## config.mk

```make
export PLATFORM = sky130hd
export DESIGN_NAME = lsu_dport_axil
export DESIGN_NICKNAME = d
export VERILOG_FILES = /design/src/rtl/lsu_dport_axil_pkg.sv /design/src/rtl/lsu_dport_axil.sv
export SDC_FILE = /design/constraint.sdc
export NUM_CORES = 1
export LEC_CHECK = 0
export BUFFER_PORTS_ARGS = -buffer_cell sky130_fd_sc_hd__clkbuf_2
export CORE_MARGIN = 3
export CORE_UTILIZATION = 41
export DETAILED_ROUTE_END_ITERATION = 10
export PLACE_DENSITY = 0.76
export SYNTH_ARGS = -nofsm -noshare
export SYNTH_HDL_FRONTEND = slang
export SYNTH_SLANG_ARGS = --single-unit
```

## constraint.sdc

```tcl
create_clock -name clk -period 1.5 [get_ports clk]
set_input_delay 0.3 -clock clk [delete_from_list [all_inputs] [get_ports clk]]
set_output_delay 0.3 -clock clk [all_outputs]
set_load 0.05 [all_outputs]
```

## src/rtl/lsu_dport_axil_pkg.sv

```systemverilog
// Shared types for the LSU data-port AXI4-Lite bridge: response codes,
// bridge states and request classification.
package lsu_dport_axil_pkg;

    localparam logic [1:0] AXI_RESP_OKAY   = 2'b00;
    localparam logic [1:0] AXI_RESP_EXOKAY = 2'b01;
    localparam logic [1:0] AXI_RESP_SLVERR = 2'b10;
    localparam logic [1:0] AXI_RESP_DECERR = 2'b11;

    typedef enum logic [2:0] {
        ST_IDLE,
        ST_WR,
        ST_WR_B,
        ST_RD_A,
        ST_RD_R,
        ST_CMO
    } state_e;

    typedef enum logic [1:0] {
        REQ_NONE,
        REQ_WR,
        REQ_RD,
        REQ_CMO
    } req_kind_e;

    // Write beats read beats maintenance when several strobes are raised together.
    function automatic req_kind_e classify_req(input logic rd, input logic [3:0] wr,
                                               input logic cmo);
        if (|wr)     return REQ_WR;
        else if (rd) return REQ_RD;
        else if (cmo) return REQ_CMO;
        else         return REQ_NONE;
    endfunction

    // SLVERR and DECERR both have bit 1 set; EXOKAY counts as success.
    function automatic logic resp_is_err(input logic [1:0] resp);
        return resp[1];
    endfunction

endpackage

```

## src/rtl/lsu_dport_axil.sv

```systemverilog
// LSU memory request/ack port to AXI4-Lite master, one transaction in flight.
// Optional response timeout with orphan-response tracking: LSU_DPORT_TIMEOUT_EN.
//
// state   | meaning
// IDLE    | accepting; captures request on any strobe
// WR      | AW and W outstanding, each drops on its own handshake
// WR_B    | waiting for write response
// RD_A    | AR outstanding
// RD_R    | waiting for read data
// CMO     | maintenance op, completes locally after one cycle
module lsu_dport_axil
    import lsu_dport_axil_pkg::*;
#(
    parameter int TIMEOUT_CYCLES = 1023,
    parameter int TIMEOUT_W      = 10
) (
    input  logic        clk,
    input  logic        rst_n,
    input  logic [31:0] mem_addr_i,
    input  logic [31:0] mem_data_wr_i,
    input  logic        mem_rd_i,
    input  logic [3:0]  mem_wr_i,
    input  logic        mem_cacheable_i,
    input  logic [10:0] mem_req_tag_i,
    input  logic        mem_invalidate_i,
    input  logic        mem_writeback_i,
    input  logic        mem_flush_i,
    output logic [31:0] mem_data_rd_o,
    output logic        mem_accept_o,
    output logic        mem_ack_o,
    output logic        mem_error_o,
    output logic [10:0] mem_resp_tag_o,
    output logic        mem_load_fault_o,
    output logic        mem_store_fault_o,
    output logic        axi_awvalid_o,
    input  logic        axi_awready_i,
    output logic [31:0] axi_awaddr_o,
    output logic [2:0]  axi_awprot_o,
    output logic [3:0]  axi_awcache_o,
    output logic        axi_wvalid_o,
    input  logic        axi_wready_i,
    output logic [31:0] axi_wdata_o,
    output logic [3:0]  axi_wstrb_o,
    input  logic        axi_bvalid_i,
    output logic        axi_bready_o,
    input  logic [1:0]  axi_bresp_i,
    output logic        axi_arvalid_o,
    input  logic        axi_arready_i,
    output logic [31:0] axi_araddr_o,
    output logic [2:0]  axi_arprot_o,
    output logic [3:0]  axi_arcache_o,
    input  logic        axi_rvalid_i,
    output logic        axi_rready_o,
    input  logic [31:0] axi_rdata_i,
    input  logic [1:0]  axi_rresp_i
);

    state_e      state_q, state_d;
    logic [31:0] addr_q, addr_d, data_q, data_d, rdata_q, rdata_d;
    logic [3:0]  strb_q, strb_d;
    logic [10:0] tag_q, tag_d, resp_tag_q, resp_tag_d;
    logic        cache_q, cache_d, aw_done_q, aw_done_d, w_done_q, w_done_d;
    logic        ack_q, ack_d, err_q, err_d;

    req_kind_e   kind;
    logic        b_take, r_take, tmo_hit, b_orph, r_orph, block_accept;
    logic [1:0]  unused_lsbs;

    assign kind = classify_req(mem_rd_i, mem_wr_i,
                               mem_invalidate_i | mem_writeback_i | mem_flush_i);
    assign unused_lsbs = mem_addr_i[1:0] ^ {axi_bresp_i[0], axi_rresp_i[0]};

    // A response only completes the live transaction once stale ones are drained.
    assign b_take = (state_q == ST_WR_B) && axi_bvalid_i && !b_orph;
    assign r_take = (state_q == ST_RD_R) && axi_rvalid_i && !r_orph;

`ifdef LSU_DPORT_TIMEOUT_EN
    logic [TIMEOUT_W-1:0] tmo_q, tmo_d;
    logic [1:0]           orph_b_q, orph_b_d, orph_r_q, orph_r_d;
    logic                 wait_st;

    assign wait_st      = (state_q == ST_WR_B) || (state_q == ST_RD_R);
    assign b_orph       = (orph_b_q != 2'd0);
    assign r_orph       = (orph_r_q != 2'd0);
    assign block_accept = (orph_b_q == 2'd3) || (orph_r_q == 2'd3);
    assign tmo_hit      = (tmo_q == '0) &&
                          (((state_q == ST_WR_B) && !b_take) || ((state_q == ST_RD_R) && !r_take));

    always_comb begin
        tmo_d    = (wait_st && !tmo_hit) ? tmo_q - 1'b1 : TIMEOUT_W'(TIMEOUT_CYCLES - 1);
        orph_b_d = orph_b_q - {1'b0, axi_bvalid_i && b_orph};
        orph_r_d = orph_r_q - {1'b0, axi_rvalid_i && r_orph};
        if (tmo_hit && (state_q == ST_WR_B) && (orph_b_d != 2'd3)) orph_b_d = orph_b_d + 2'd1;
        if (tmo_hit && (state_q == ST_RD_R) && (orph_r_d != 2'd3)) orph_r_d = orph_r_d + 2'd1;
    end

    always_ff @(posedge clk or negedge rst_n) begin
        if (!rst_n) begin
            tmo_q    <= TIMEOUT_W'(TIMEOUT_CYCLES - 1);
            orph_b_q <= 2'd0;
            orph_r_q <= 2'd0;
        end else begin
            tmo_q    <= tmo_d;
            orph_b_q <= orph_b_d;
            orph_r_q <= orph_r_d;
        end
    end
`else
    logic [TIMEOUT_W-1:0] unused_tmo_cfg;

    assign unused_tmo_cfg = TIMEOUT_W'(TIMEOUT_CYCLES);
    assign b_orph         = 1'b0;
    assign r_orph         = 1'b0;
    assign block_accept   = 1'b0;
    assign tmo_hit        = 1'b0;
`endif

    always_ff @(posedge clk or negedge rst_n) begin
        if (!rst_n) begin
            state_q    <= ST_IDLE;
            addr_q     <= '0;
            data_q     <= '0;
            strb_q     <= '0;
            tag_q      <= '0;
            cache_q    <= 1'b0;
            aw_done_q  <= 1'b0;
            w_done_q   <= 1'b0;
            ack_q      <= 1'b0;
            err_q      <= 1'b0;
            rdata_q    <= '0;
            resp_tag_q <= '0;
        end else begin
            state_q    <= state_d;
            addr_q     <= addr_d;
            data_q     <= data_d;
            strb_q     <= strb_d;
            tag_q      <= tag_d;
            cache_q    <= cache_d;
            aw_done_q  <= aw_done_d;
            w_done_q   <= w_done_d;
            ack_q      <= ack_d;
            err_q      <= err_d;
            rdata_q    <= rdata_d;
            resp_tag_q <= resp_tag_d;
        end
    end

    always_comb begin
        state_d   = state_q;
        addr_d    = addr_q;
        data_d    = data_q;
        strb_d    = strb_q;
        tag_d     = tag_q;
        cache_d   = cache_q;
        aw_done_d = aw_done_q;
        w_done_d  = w_done_q;
        case (state_q)
            ST_IDLE: begin
                if (mem_accept_o && (kind != REQ_NONE)) begin
                    addr_d    = {mem_addr_i[31:2], 2'b00};
                    data_d    = mem_data_wr_i;
                    strb_d    = mem_wr_i;
                    tag_d     = mem_req_tag_i;
                    cache_d   = mem_cacheable_i;
                    aw_done_d = 1'b0;
                    w_done_d  = 1'b0;
                    case (kind)
                        REQ_WR:  state_d = ST_WR;
                        REQ_RD:  state_d = ST_RD_A;
                        default: state_d = ST_CMO;
                    endcase
                end
            end
            ST_WR: begin
                aw_done_d = aw_done_q | (axi_awvalid_o & axi_awready_i);
                w_done_d  = w_done_q  | (axi_wvalid_o  & axi_wready_i);
                if (aw_done_d && w_done_d) state_d = ST_WR_B;
            end
            ST_WR_B: if (b_take || tmo_hit) state_d = ST_IDLE;
            ST_RD_A: if (axi_arready_i) state_d = ST_RD_R;
            ST_RD_R: if (r_take || tmo_hit) state_d = ST_IDLE;
            ST_CMO:  state_d = ST_IDLE;
            default: state_d = ST_IDLE;
        endcase
    end

    always_comb begin
        ack_d      = 1'b0;
        err_d      = 1'b0;
        rdata_d    = rdata_q;
        resp_tag_d = resp_tag_q;
        if (b_take || r_take || tmo_hit || (state_q == ST_CMO)) begin
            ack_d      = 1'b1;
            resp_tag_d = tag_q;
            rdata_d    = r_take ? axi_rdata_i : 32'h0;
            if (b_take)       err_d = resp_is_err(axi_bresp_i);
            else if (r_take)  err_d = resp_is_err(axi_rresp_i);
            else              err_d = tmo_hit;
        end
    end

    always_comb begin
        mem_accept_o  = (state_q == ST_IDLE) && !block_accept;
        axi_awvalid_o = (state_q == ST_WR) && !aw_done_q;
        axi_wvalid_o  = (state_q == ST_WR) && !w_done_q;
        axi_bready_o  = (state_q == ST_WR_B) || b_orph;
        axi_arvalid_o = (state_q == ST_RD_A);
        axi_rready_o  = (state_q == ST_RD_R) || r_orph;
    end

    assign axi_awaddr_o      = addr_q;
    assign axi_araddr_o      = addr_q;
    assign axi_awprot_o      = 3'b000;
    assign axi_arprot_o      = 3'b000;
    assign axi_awcache_o     = {2'b00, cache_q, 1'b0};
    assign axi_arcache_o     = {2'b00, cache_q, 1'b0};
    assign axi_wdata_o       = data_q;
    assign axi_wstrb_o       = strb_q;
    assign mem_data_rd_o     = rdata_q;
    assign mem_ack_o         = ack_q;
    assign mem_error_o       = err_q;
    assign mem_resp_tag_o    = resp_tag_q;
    assign mem_load_fault_o  = 1'b0;
    assign mem_store_fault_o = 1'b0;

endmodule

```

==> results.cfg <==
[sta]
period_minus_slack_ns = 1.774
fin_ws_ns = -0.2737
final.setup_skew_ns = 0.009102
max_freq_mhz = 563.8
fin_crit_sh_pct = 118.2
hold_ws_ns = 0.1127
finalSetupViolCount = 132
rsz0062_at_grt = yes
finalHoldViolCount = 0
slew_violations = 0

[synth]
synth_xor_area_share_pct = 0
synth_top_area_share_pct = 56.33
synthSimpleGateAreaFrac_pct = 2.618
yosysTopAreaCell = dfrtp_1
synth_top_family_by_area = multiplexers
synthCells = 355
synth.mux.area_fraction_pct = 23.34
synth_cell_type_count = 34
synthArstFlopShare_pct = 100.0
synth_area_sq_um = 5687
synth-main-ff-cell = dfrtp_1
yosys-top-cells-count = 128 x dfrtp_1, 84 x mux2_4, 50 x buf_4
synth-seq-cells = 128
yosysMostFrequentCell = dfrtp_1
synth_compound_area_share_pct = 6.755
yosys-top-cells-area = dfrtp_1 56%, mux2_4 22%, buf_4 6.6%, a22o_1 5.1%, buf_12 2.5%
yosysWarnings = 0
synthAdderAreaFrac_pct = 0
synth-edff-count = 0
synth.yosys.seq_area_share_pct = 56.33
syn_avg_cell_area_sq_um = 16.02

[floorplan]
rows = 42
dieArea_sq_um = 15320
coreArea_sq_um = 13400
io_pins = 294
fp.dieH_um = 123.8
dieWidth_um = 123.8
initial_core_util_pct = 42.44

[routing]
drtIter0Drc = 184
dr.pass1.iters = 5
ant_nets = 0
wl_per_cell_um = 17.46
vias_per_cell = 4.679
dr_total_vias = 3963
drc_errors = 0
drt-total-wl_um = 14790

[critical_path]
cp.required_ns = 1.78
crit_family = buffers and inverters
slowest_stage = dfrtp_2
worstSetupStartpointType = flop
crit_type = reg2reg
worst-r2r-setup-slack_ns = -0.27
worst-path-buf-inv = 3
end_kind = flop
cp_data_arrival_time_ns = 2.05
crit_chain = buf_6, nor3_4, a21boi_4, buf_12, buf_16, mux2_4
slowest_delay_ns = 0.41
crit_fanout = 17

[global_route]
grt_pass1_wl_um = 22350
grtUsageTotal_pct = 18.97
grt-ovfl-total = 0
grt_pass1_vias = 4240
grt_max_degree = 35
antenna_found_initial = 0

[place]
place.gp.congestion = 0.8358
dp_hpwl_um = 10320
portBuffers = 271

[clock_tree]
clk_latency_ns = 0.40
cts_max_level = 4
clockRootBuffer = clkbuf_16
numCtsBuffers = 17
clkSlewWorstSetupHoldPaths_ns = 0.06
max-clock-path-buffers = 2
cts_tree = built
cts_sinks = 128

[flow_run]
drv_cap = 0

[layout]
fin_nets = 785
drive_gt1_share_pct = 70.34
syn2layout_area_growth_pct = 46.07
antenna_cells = 0

[min_path]
hold_path_class = in2reg

[status]
violations = negative setup slack
status = finished with violations
[worst paths after layout]
| path | depth (start not counted) | end | from |
|---|---|---|---|
| worst max register to register | 6 | axi_araddr_o[9] | state_q[1] |
| min in group asynchronous | 2 | axi_araddr_o[26] | rst_n |
| worst max-delay path | 6 | axi_araddr_o[9] | state_q[1] |
| worst min-delay path | 2 | mem_data_rd_o[25] | axi_rdata_i[25] |
| max in group asynchronous | 3 | axi_wdata_o[17] | rst_n |
| worst min register to register | 1 | mem_data_rd_o[11] | mem_data_rd_o[11] |
[routing by layer]
layer | GRT usage (%) | share of wire [%]
met5 | 0 | 0
met3 | 4.405 | 6.6
met2 | 31.77 | 52
met4 | 6.990 | 1.1
met1 | 23.98 | 40
[layout by cell type, fill, tap and decap left out, types with 4 or more instances in the layout]
| master | synthesis | layout |
|---|---|---|
| clkbuf_16 | 0 | 20 |
| mux2_4 | 84 | 88 |
| buf_4 | 50 | 27 |
| buf_6 | 3 | 22 |
| buf_12 | 7 | 9 |
| buf_8 | 1 | 5 |
| clkinv_2 | 0 | 4 |
| buf_16 | 0 | 5 |
| clkbuf_2 | 0 | 264 |
| a22o_1 | 33 | 33 |
| conb_1 | 1 | 18 |
| dfrtp_1 | 128 | 125 |
[area by class of cell]
cell class | count | area, sq um
Timing Repair Buffer | 336 | 2250
Sequential cell | 128 | 3207
Tap cell | 176 | 220.2
Clock inverter | 10 | 135.1
Fill cell | 1008 | 5094
Inverter | 4 | 17.52
Clock buffer | 22 | 464.2
Multi-Input combinational cell | 171 | 2013
[through the flow]
stage | TNS (ns) | util, % | setup slack (ns) | std cells | area [sq um]
5_1_grt | -31.63 | 61.99 | -0.3188 | 847 | 8307
3_5_place_dp | -21.26 | 53.59 | -0.2348 | 791 | 7182
3_3_place_gp | -16.42 | 53.59 | -0.1832 | 791 | 7182
6_report | -25.28 | 61.99 | -0.2737 | 847 | 8307
2_1_floorplan | -47.76 | - | -0.5076 | 372 | 5808
4_1_cts | -25.38 | 61.36 | -0.2667 | 842 | 8223
[state kept, by name, summed over array words and instances (netlist names)]
signal and cells:
cache_q 1, mem_ack_o 1, axi_araddr_o 30, axi_wstrb_o 4, axi_wdata_o 32, mem_data_rd_o 32
mem_resp_tag_o 11, aw_done_q 1, state_q 3, mem_error_o 1, tag_q 11, w_done_q 1
[what timing repair did]
item | CTS | global route
buffers inserted | 14 | 4
hold endpoints to repair | 21 | 0
cloned | 4 | 1
gates resized for setup | 57 | 11
setup endpoints to repair | 128 | 132
hold buffers | 1 | 0
pin swaps | 22 | 17
[logic make-up (layout without fill, tap and decap cells)]
family                 count (synthesis)  after routing
AO/OA/AOI/OAI                         43             43
flip-flops                           128            128
multiplexers                          90             90
other                                  1             18
AND/OR/NAND/NOR                       20             20
buffers and inverters                 73            372
Power is left out: the tool's default activity adds up to more than one toggle a clock period on the data nets, which glitch-free logic cannot reach.
